File: config.mk
export PLATFORM = sky130hd
export DESIGN_NAME = rename_stage
export DESIGN_NICKNAME = d
export VERILOG_FILES = /design/src/rtl/rename_pkg.sv /design/src/rtl/rat_table.sv /design/src/rtl/rename_stage.sv
export SDC_FILE = /design/constraint.sdc
export NUM_CORES = 1
export LEC_CHECK = 0
export CORE_MARGIN = 4
export CORE_UTILIZATION = 30
export CTS_CLUSTER_DIAMETER = 80
export DETAILED_ROUTE_END_ITERATION = 12
export GPL_ROUTABILITY_DRIVEN = 1
export PLACE_DENSITY_LB_ADDON = 0.15
export SLEW_MARGIN = 0
export SYNTH_ARGS = -nofsm -noshare
export SYNTH_HDL_FRONTEND = slang
export SYNTH_SLANG_ARGS = --single-unit
File: constraint.sdc
create_clock -name clk -period 3.36 [get_ports clk]
set_clock_uncertainty 0.2 [all_clocks]
set_input_delay 0.672 -clock clk [delete_from_list [all_inputs] [get_ports clk]]
set_output_delay 0.672 -clock clk [all_outputs]
set_load 0.005 [all_outputs]
File: src/rtl/rename_pkg.sv
// Shared types and sizes for the register-rename stage.
package rename_pkg;
    localparam int ARCH_REGS = 32;
    localparam int ARCH_W    = 5;
    localparam int PHY_W     = 7;

    typedef logic [ARCH_W-1:0] arch_reg_t;
    typedef logic [PHY_W-1:0]  phy_reg_t;

    // One renamed instruction as handed to the ROB.
    typedef struct packed {
        phy_reg_t  ps1;
        phy_reg_t  ps2;
        phy_reg_t  pd;
        phy_reg_t  old_pd;
        arch_reg_t ard;
        logic      rd_wr;
    } rename_out_t;
endpackage

File: src/rtl/rat_table.sv
// Speculative and committed register alias tables.
// Three combinational speculative reads, one speculative write, one commit
// write, and a flush that reloads the speculative table from the committed one.
module rat_table
    import rename_pkg::*;
(
    input  logic      clk,
    input  logic      rst,
    input  arch_reg_t i_ra1,
    input  arch_reg_t i_ra2,
    input  arch_reg_t i_ra3,
    output phy_reg_t  o_rd1,
    output phy_reg_t  o_rd2,
    output phy_reg_t  o_rd3,
    input  logic      i_spec_we,
    input  arch_reg_t i_spec_wa,
    input  phy_reg_t  i_spec_wd,
    input  logic      i_comm_we,
    input  arch_reg_t i_comm_wa,
    input  phy_reg_t  i_comm_wd,
    input  logic      i_flush
);
    phy_reg_t r_spec [ARCH_REGS];
    phy_reg_t r_comm [ARCH_REGS];
    phy_reg_t w_comm_next [ARCH_REGS];

    // x0 always reads tag 0, whatever the table holds.
    assign o_rd1 = (i_ra1 == '0) ? '0 : r_spec[i_ra1];
    assign o_rd2 = (i_ra2 == '0) ? '0 : r_spec[i_ra2];
    assign o_rd3 = (i_ra3 == '0) ? '0 : r_spec[i_ra3];

    // Committed table including this cycle's retirement; a flush copies this.
    always_comb begin
        w_comm_next = r_comm;
        if (i_comm_we && i_comm_wa != '0)
            w_comm_next[i_comm_wa] = i_comm_wd;
    end

    // Committed table: identity at reset, then tracks retirements.
    always_ff @(posedge clk) begin
        if (rst) begin
            for (int i = 0; i < ARCH_REGS; i++)
                r_comm[i] <= phy_reg_t'(i);
        end else begin
            r_comm <= w_comm_next;
        end
    end

    // Speculative table: flush restore wins over a rename write.
    always_ff @(posedge clk) begin
        if (rst) begin
            for (int i = 0; i < ARCH_REGS; i++)
                r_spec[i] <= phy_reg_t'(i);
        end else if (i_flush) begin
            r_spec <= w_comm_next;
        end else if (i_spec_we && i_spec_wa != '0) begin
            r_spec[i_spec_wa] <= i_spec_wd;
        end
    end
endmodule

File: src/rtl/rename_stage.sv
// Register-rename stage between decode and the ROB: one instruction per
// cycle, destination tag popped from the free list on accept, one registered
// output slot.
module rename_stage
    import rename_pkg::*;
(
    input  logic      clk,
    input  logic      rst,
    input  logic      in_valid,
    output logic      in_ready,
    input  arch_reg_t in_rs1,
    input  arch_reg_t in_rs2,
    input  arch_reg_t in_rd,
    input  logic      in_rd_wr,
    output logic      fl_pop,
    input  logic      fl_pop_ok,
    input  phy_reg_t  fl_phy_rd,
    output logic      out_valid,
    input  logic      out_ready,
    output phy_reg_t  out_ps1,
    output phy_reg_t  out_ps2,
    output phy_reg_t  out_pd,
    output phy_reg_t  out_old_pd,
    output arch_reg_t out_ard,
    output logic      out_rd_wr,
    input  logic      commit_valid,
    input  arch_reg_t commit_ard,
    input  phy_reg_t  commit_pd,
    input  logic      flush
);
    logic        w_wr_eff;
    logic        w_accept;
    phy_reg_t    w_ps1;
    phy_reg_t    w_ps2;
    phy_reg_t    w_old_pd;
    logic        r_out_valid;
    rename_out_t r_out;

    // x0 is never renamed.
    assign w_wr_eff = in_rd_wr && (in_rd != '0);
    assign in_ready = !flush && (!r_out_valid || out_ready) && (!w_wr_eff || fl_pop_ok);
    assign w_accept = in_valid && in_ready;
    assign fl_pop   = w_accept && w_wr_eff;

    rat_table u_rat (
        .clk       (clk),
        .rst       (rst),
        .i_ra1     (in_rs1),
        .i_ra2     (in_rs2),
        .i_ra3     (in_rd),
        .o_rd1     (w_ps1),
        .o_rd2     (w_ps2),
        .o_rd3     (w_old_pd),
        .i_spec_we (fl_pop),
        .i_spec_wa (in_rd),
        .i_spec_wd (fl_phy_rd),
        .i_comm_we (commit_valid),
        .i_comm_wa (commit_ard),
        .i_comm_wd (commit_pd),
        .i_flush   (flush)
    );

    // Output slot: load on accept, hold while stalled, drop when drained or flushed.
    always_ff @(posedge clk) begin
        if (rst) begin
            r_out_valid <= 1'b0;
            r_out       <= '0;
        end else if (flush) begin
            r_out_valid <= 1'b0;
        end else if (w_accept) begin
            r_out_valid  <= 1'b1;
            r_out.ps1    <= w_ps1;
            r_out.ps2    <= w_ps2;
            r_out.old_pd <= w_old_pd;
            r_out.pd     <= w_wr_eff ? fl_phy_rd : '0;
            r_out.ard    <= in_rd;
            r_out.rd_wr  <= w_wr_eff;
        end else if (out_ready) begin
            r_out_valid <= 1'b0;
        end
    end

    assign out_valid  = r_out_valid;
    assign out_ps1    = r_out.ps1;
    assign out_ps2    = r_out.ps2;
    assign out_pd     = r_out.pd;
    assign out_old_pd = r_out.old_pd;
    assign out_ard    = r_out.ard;
    assign out_rd_wr  = r_out.rd_wr;
endmodule

Word-level counts from Yosys, hierarchy flattened

Index checks and enable logic that the tools add are counted.

Register bits after elaboration: 483
Output and inout bits: 37
Bits of input ports: 42

Magnitude comparators: 6
Reduce and logical (&&, ||, !) cells: 23
Bitwise operators: 5
Multiplexer cells: 24

Operator list:

| cell                                                                          | number |
|---|---|
| 224-bit 2-to-1 mux                                                            | 3 |
| 224-bit bitwise mux                                                           | 2 |
| 7-bit binary-select mux with 5-bit select                                     | 3 |
| 7-bit 2-to-1 mux                                                              | 12 |
| 7-bit demux with 5-bit select                                                 | 2 |
| 6-bit greater-or-equal comparator (second input constant)                     | 4 |
| 5-bit inverter with 6-bit output                                              | 4 |
| 5-bit logical NOT                                                             | 3 |
| 6-bit by 1-bit less-than comparator with 1-bit output (second input constant) | 2 |
| 5-bit nonzero test                                                            | 2 |
| 1-bit logical AND                                                             | 9 |
| 2-bit nonzero test                                                            | 2 |
| 1-bit logical NOT                                                             | 3 |
| 1-bit logical OR                                                              | 2 |
| 1-bit 2-to-1 mux                                                              | 2 |
| 2-bit AND reduction                                                           | 1 |
| 2-bit OR reduction                                                            | 1 |
| 1-bit inverter                                                                | 1 |

Longest topological paths before layout

Gate-level depths: netlist of the first run.

Depth after elaboration: 10
Gate-level depth with buffers: 8

Cells and area by module

From an unflattened synthesis of the first run, not the netlist that was laid out.

Cells, all modules: 2641
Area, all modules: 26631.8 um^2

Modules (own cells, without submodules):

| module       | cells each | instances | area each (um^2) |
|---|---|---|---|
| rat_table    | 2480       | 1         | 24957.7 |
| rename_stage | 161        | 1         | 1674.1 |

Worst setup path after synthesis of the first run

No wires, ideal clock.

Path type: input to register
Start: input in_rs2[0]
End: register r_out, in the netlist out_ps2[5]
Setup slack: 0.656 ns
Path buffers: 3
Arrival time: 2.387 ns
Stages: 7
Cell sequence: buf_2 buf_2 buf_2 mux4_2 mux2i_1 nand3_1 a32o_1

Cells in the longest elaborated chain, start to end: 5

RTL lines:

| element                                                | RTL line           | RTL |
|---|---|---|
| start, declared                                        | rename_stage.sv:12 | `input arch_reg_t in_rs2,` |
| 5-bit inverter with 6-bit output (implied by the code) | rat_table.sv:29    | `assign o_rd2 = (i_ra2 == '0) ? '0 : r_spec[i_ra2];` |
| 7-bit binary-select mux with 5-bit select              | rat_table.sv:29    |  |
| 7-bit 2-to-1 mux (implied by the code) (2 in series)   | rat_table.sv:29    |  |
| 7-bit 2-to-1 mux *                                     | rat_table.sv:29    |  |
| end, declared                                          | rename_stage.sv:37 | `rename_out_t r_out;` |

Every way passes the cells marked *; elsewhere a longest branch is shown, timed or not. The select of a mux whose other input is x is not followed.
A chain may end at the register's enable or synchronous reset.

Worst setup path in the final report of the first run

Start: input out_ready
End: output fl_pop

Cells in the longest elaborated chain, start to end: 5

RTL lines:

| element                         | RTL line           | RTL |
|---|---|---|
| start, declared                 | rename_stage.sv:19 | `input logic out_ready,` |
| 1-bit logical OR                | rename_stage.sv:41 | `assign in_ready = !flush && (!r_out_valid \|\| out_ready) && (!w_wr_eff \|\| fl_pop_ok);` |
| 1-bit logical AND (2 in series) | rename_stage.sv:41 |  |
| 1-bit logical AND               | rename_stage.sv:42 | `assign w_accept = in_valid && in_ready;` |
| 1-bit logical AND               | rename_stage.sv:43 | `assign fl_pop = w_accept && w_wr_eff;` |
| end, declared                   | rename_stage.sv:15 | `output logic fl_pop,` |

Every way passes these cells.

==> results of run 1 <==
cell type report:
class                           instances  area [µm²]
Clock buffer                           76        1590
Fill cell                            7847       50400
Sequential cell                       483        9670
Clock inverter                         21         215
Timing Repair Buffer                  282        2500
Tap cell                             1050        1310
Inverter                                6        30.0
Multi-Input combinational cell       1476       13200
Antenna cell                            6        15.0
routing by layer:
| layer | global-route usage, % | up-vias | wire (µm) |
|---|---|---|---|
| met2 | 35.4 | 793 | 44900 |
| met5 | 0.908 | - | 92 |
| met4 | 7.57 | 2 | 3410 |
| li1 | - | 8641 | - |
| met3 | 5.07 | 163 | 7890 |
| met1 | 31.5 | 9940 | 43600 |
cell families (layout without fill, tap and decap cells):
| logic type | Yosys count | after routing |
|---|---|---|
| mux | 554 | 554 |
| simple gates | 514 | 514 |
| flops | 483 | 483 |
| compound gates | 408 | 408 |
| buf+inv | 249 | 385 |
| other cells | 0 | 6 |
per-stage QoR:
| stage | instances | power [mW] | setup slack, ps | hold WS, ps | area (µm²) |
|---|---|---|---|---|---|
| floorplan | 2208 | 6.98 | 656 | 233 | 23900 |
| global placement | 3297 | 7.73 | -87.7 | 245 | 26700 |
| detailed placement | 3297 | 7.75 | -23.1 | 255 | 26700 |
| CTS | 3394 | 13.8 | 64.1 | 191 | 28500 |
| global route | 3394 | 14.2 | 10.1 | 213 | 28600 |
| finish | 3400 | 13.7 | 90.0 | 224 | 28600 |
synthesized netlist by cell type (all sizes together) (4+ instances only):
master   instances
buf             65
nand4           80
dfxtp          483
clkbuf         178
inv              6
mux4           168
nand2          110
nand3           41
a22oi           35
or3              4
nor3b           10
a211oi          10
a22o            13
nand4b          11
o2bb2ai         63
a21oi           79
nor2           190
nor4             7
o22ai           11
mux2i          380
nor3            12
nand2b          10
a31oi            6
o21ai           21
nor2b           19
o221ai          68
a21boi          73
mux2             6
a311o           12
sequential cells by signal (all words and copies together) (netlist names):
| name | count |
|---|---|
| out_ps1 | 7 |
| u_rat.r_comm | 224 |
| out_ps2 | 7 |
| out_valid | 1 |
| out_pd | 7 |
| u_rat.r_spec | 224 |
| out_ard | 5 |
| out_old_pd | 7 |
| out_rd_wr | 1 |
worst max-delay path, stage by stage:
cell             delay [ps]
clkdlybuf4s50_1         470
nor2b_1                  60
or4b_4                  520
nor2_1                  150
clkdlybuf4s50_1         520
how the worst min path moves through the flow:
stage / endpoint / cells after the start / from / slack [ps]
after detailed placement: u_rat.r_comm[16] / 2 / u_rat.r_comm[16] / 250
after CTS: out_ard[1] / 3 / in_rd[1] / 190
after global placement: u_rat.r_comm[56] / 2 / u_rat.r_comm[56] / 240
after global routing: out_ard[1] / 3 / in_rd[1] / 210
final: out_ard[1] / 3 / in_rd[1] / 220
after floorplan: u_rat.r_comm[112] / 2 / u_rat.r_comm[112] / 230
power breakdown:
part           internal [mW]  switching, mW  total, mW
clock network           3.59           2.49       6.07
logic                  0.650          0.948       1.60
registers               5.87          0.173       6.04
timing repair:
action | 4_1_cts | 5_1_grt
hold buffers | 0 | 0
setup endpoints to repair | 0 | 1
resized for setup | 0 | 1
==> out/metrics.cfg, run 1 <==
[critical_path]
cp.arrival_ps = 2400
reg2reg_slack_ps = 820
r2r_cells = 7
reg2reg_from = out_valid
r2r-end = u_rat.r_spec[106]
endpoint_kind = primary output
cp_max_fo = 2
crit_path_start_kind = primary input
startpoint = out_ready
endpoint = fl_pop
cp.required_ps = 2490
crit_type = primary input to primary output

[synth]
synth_simple_gate_area_share_pct = 10.6
syn_nets = 2250
synth_area_leaders = dfxtp_1 40%, mux2i_1 16%, mux4_2 16%
ys_types = 57
synthAdderAreaFrac_pct = 0
yosysTopAreaCell = dfxtp_1
yosysTopAreaCellShare_pct = 40.5
yosysSeqAreaShare_pct = 40.5
synthArstFlopShare_pct = 0
yosysWarnings = 0
ys_ff_latch = 483
avgSynthCellArea_um2 = 10.8
synth_top_family_by_area = multiplexers
yosys_most_used_dff = dfxtp_1
synth_mux_area_share_pct = 32.0
synthXorXnorAreaFrac_pct = 0
synth-edff-count = 0
synth_compound_area_share_pct = 12.6
synth_cells = 2208
synthesis.area_um2 = 23900

[grt]
antenna_found_initial = 6
grt_max_degree = 110
grt_pass1_wl_mm = 141
grt_pass1_vias = 18900
grt_overflow = 0
grtUsageTotal_pct = 22.8

[floorplan]
die_h_um = 290
num_rows = 103
pin_count = 79
initial_core_util_pct = 30.2
die-area_um2 = 84200
core_um2 = 79000
fp.dieW_um = 290

[clock_tree]
post_cts_buffers = 0
clk_pin_slew_ps = 60
cts_num_sinks = 483
clockBufferDepth = 3
clk_latency_ps = 620
cts_buffers = 56
cts_tree = yes
h-tree-depth = 2
clockRootBuffer = clkbuf_16

[sta]
rsz0062_at_grt = false
slew_headroom_pct = 16.9
fmax_mhz = 306
hold_violations = 0
worst_pin_slew_ps = 1240
setup_viol = 0
fin_crit_sh_pct = 97.3
slew_violations = 0
period_minus_slack_ps = 3270
setup_tns_ps = 0

[final_layout]
nNetsFinal = 2347
layout_common_cells = 483 x dfxtp_1, 380 x mux2i_1, 190 x nor2_1, 188 x buf_4, 168 x mux4_2
layout_commonest_cell = dfxtp_1
drive_above_1_share_pct = 21.2
synthToLayoutAreaGrowth_pct = 19.5
post-route-util_pct = 36.2

[routing]
drt_first_pass_iters = 6
vias = 19500
route.antenna.remaining_nets = 0
wl_per_cell_um = 29.4
totalWireLength_mm = 99.9
viasPerCell = 5.75
drc = 0
drt_iter0_markers = 1915

[placement]
port_buffers = 78
dp_hpwl_mm = 71.7
gp_congestion = 0.921

[pwr]
vdd_drop_max_uv = 337
p_leak_nw = 11.3
powerDensity_nw_per_um2 = 480

[outcome]
outcome = complete, no violations

[flow_run]
maxCapViolations = 0

[min_path]
hp-class = primary input to flop

(Power assumes the default switching activity.)
==> run 2, diff against run 1 <==
Settings changed: CAP_MARGIN set to 0.
==> results of run 2 <==
Same layout as run 1: the final DEF is identical, and so are final timing and power.
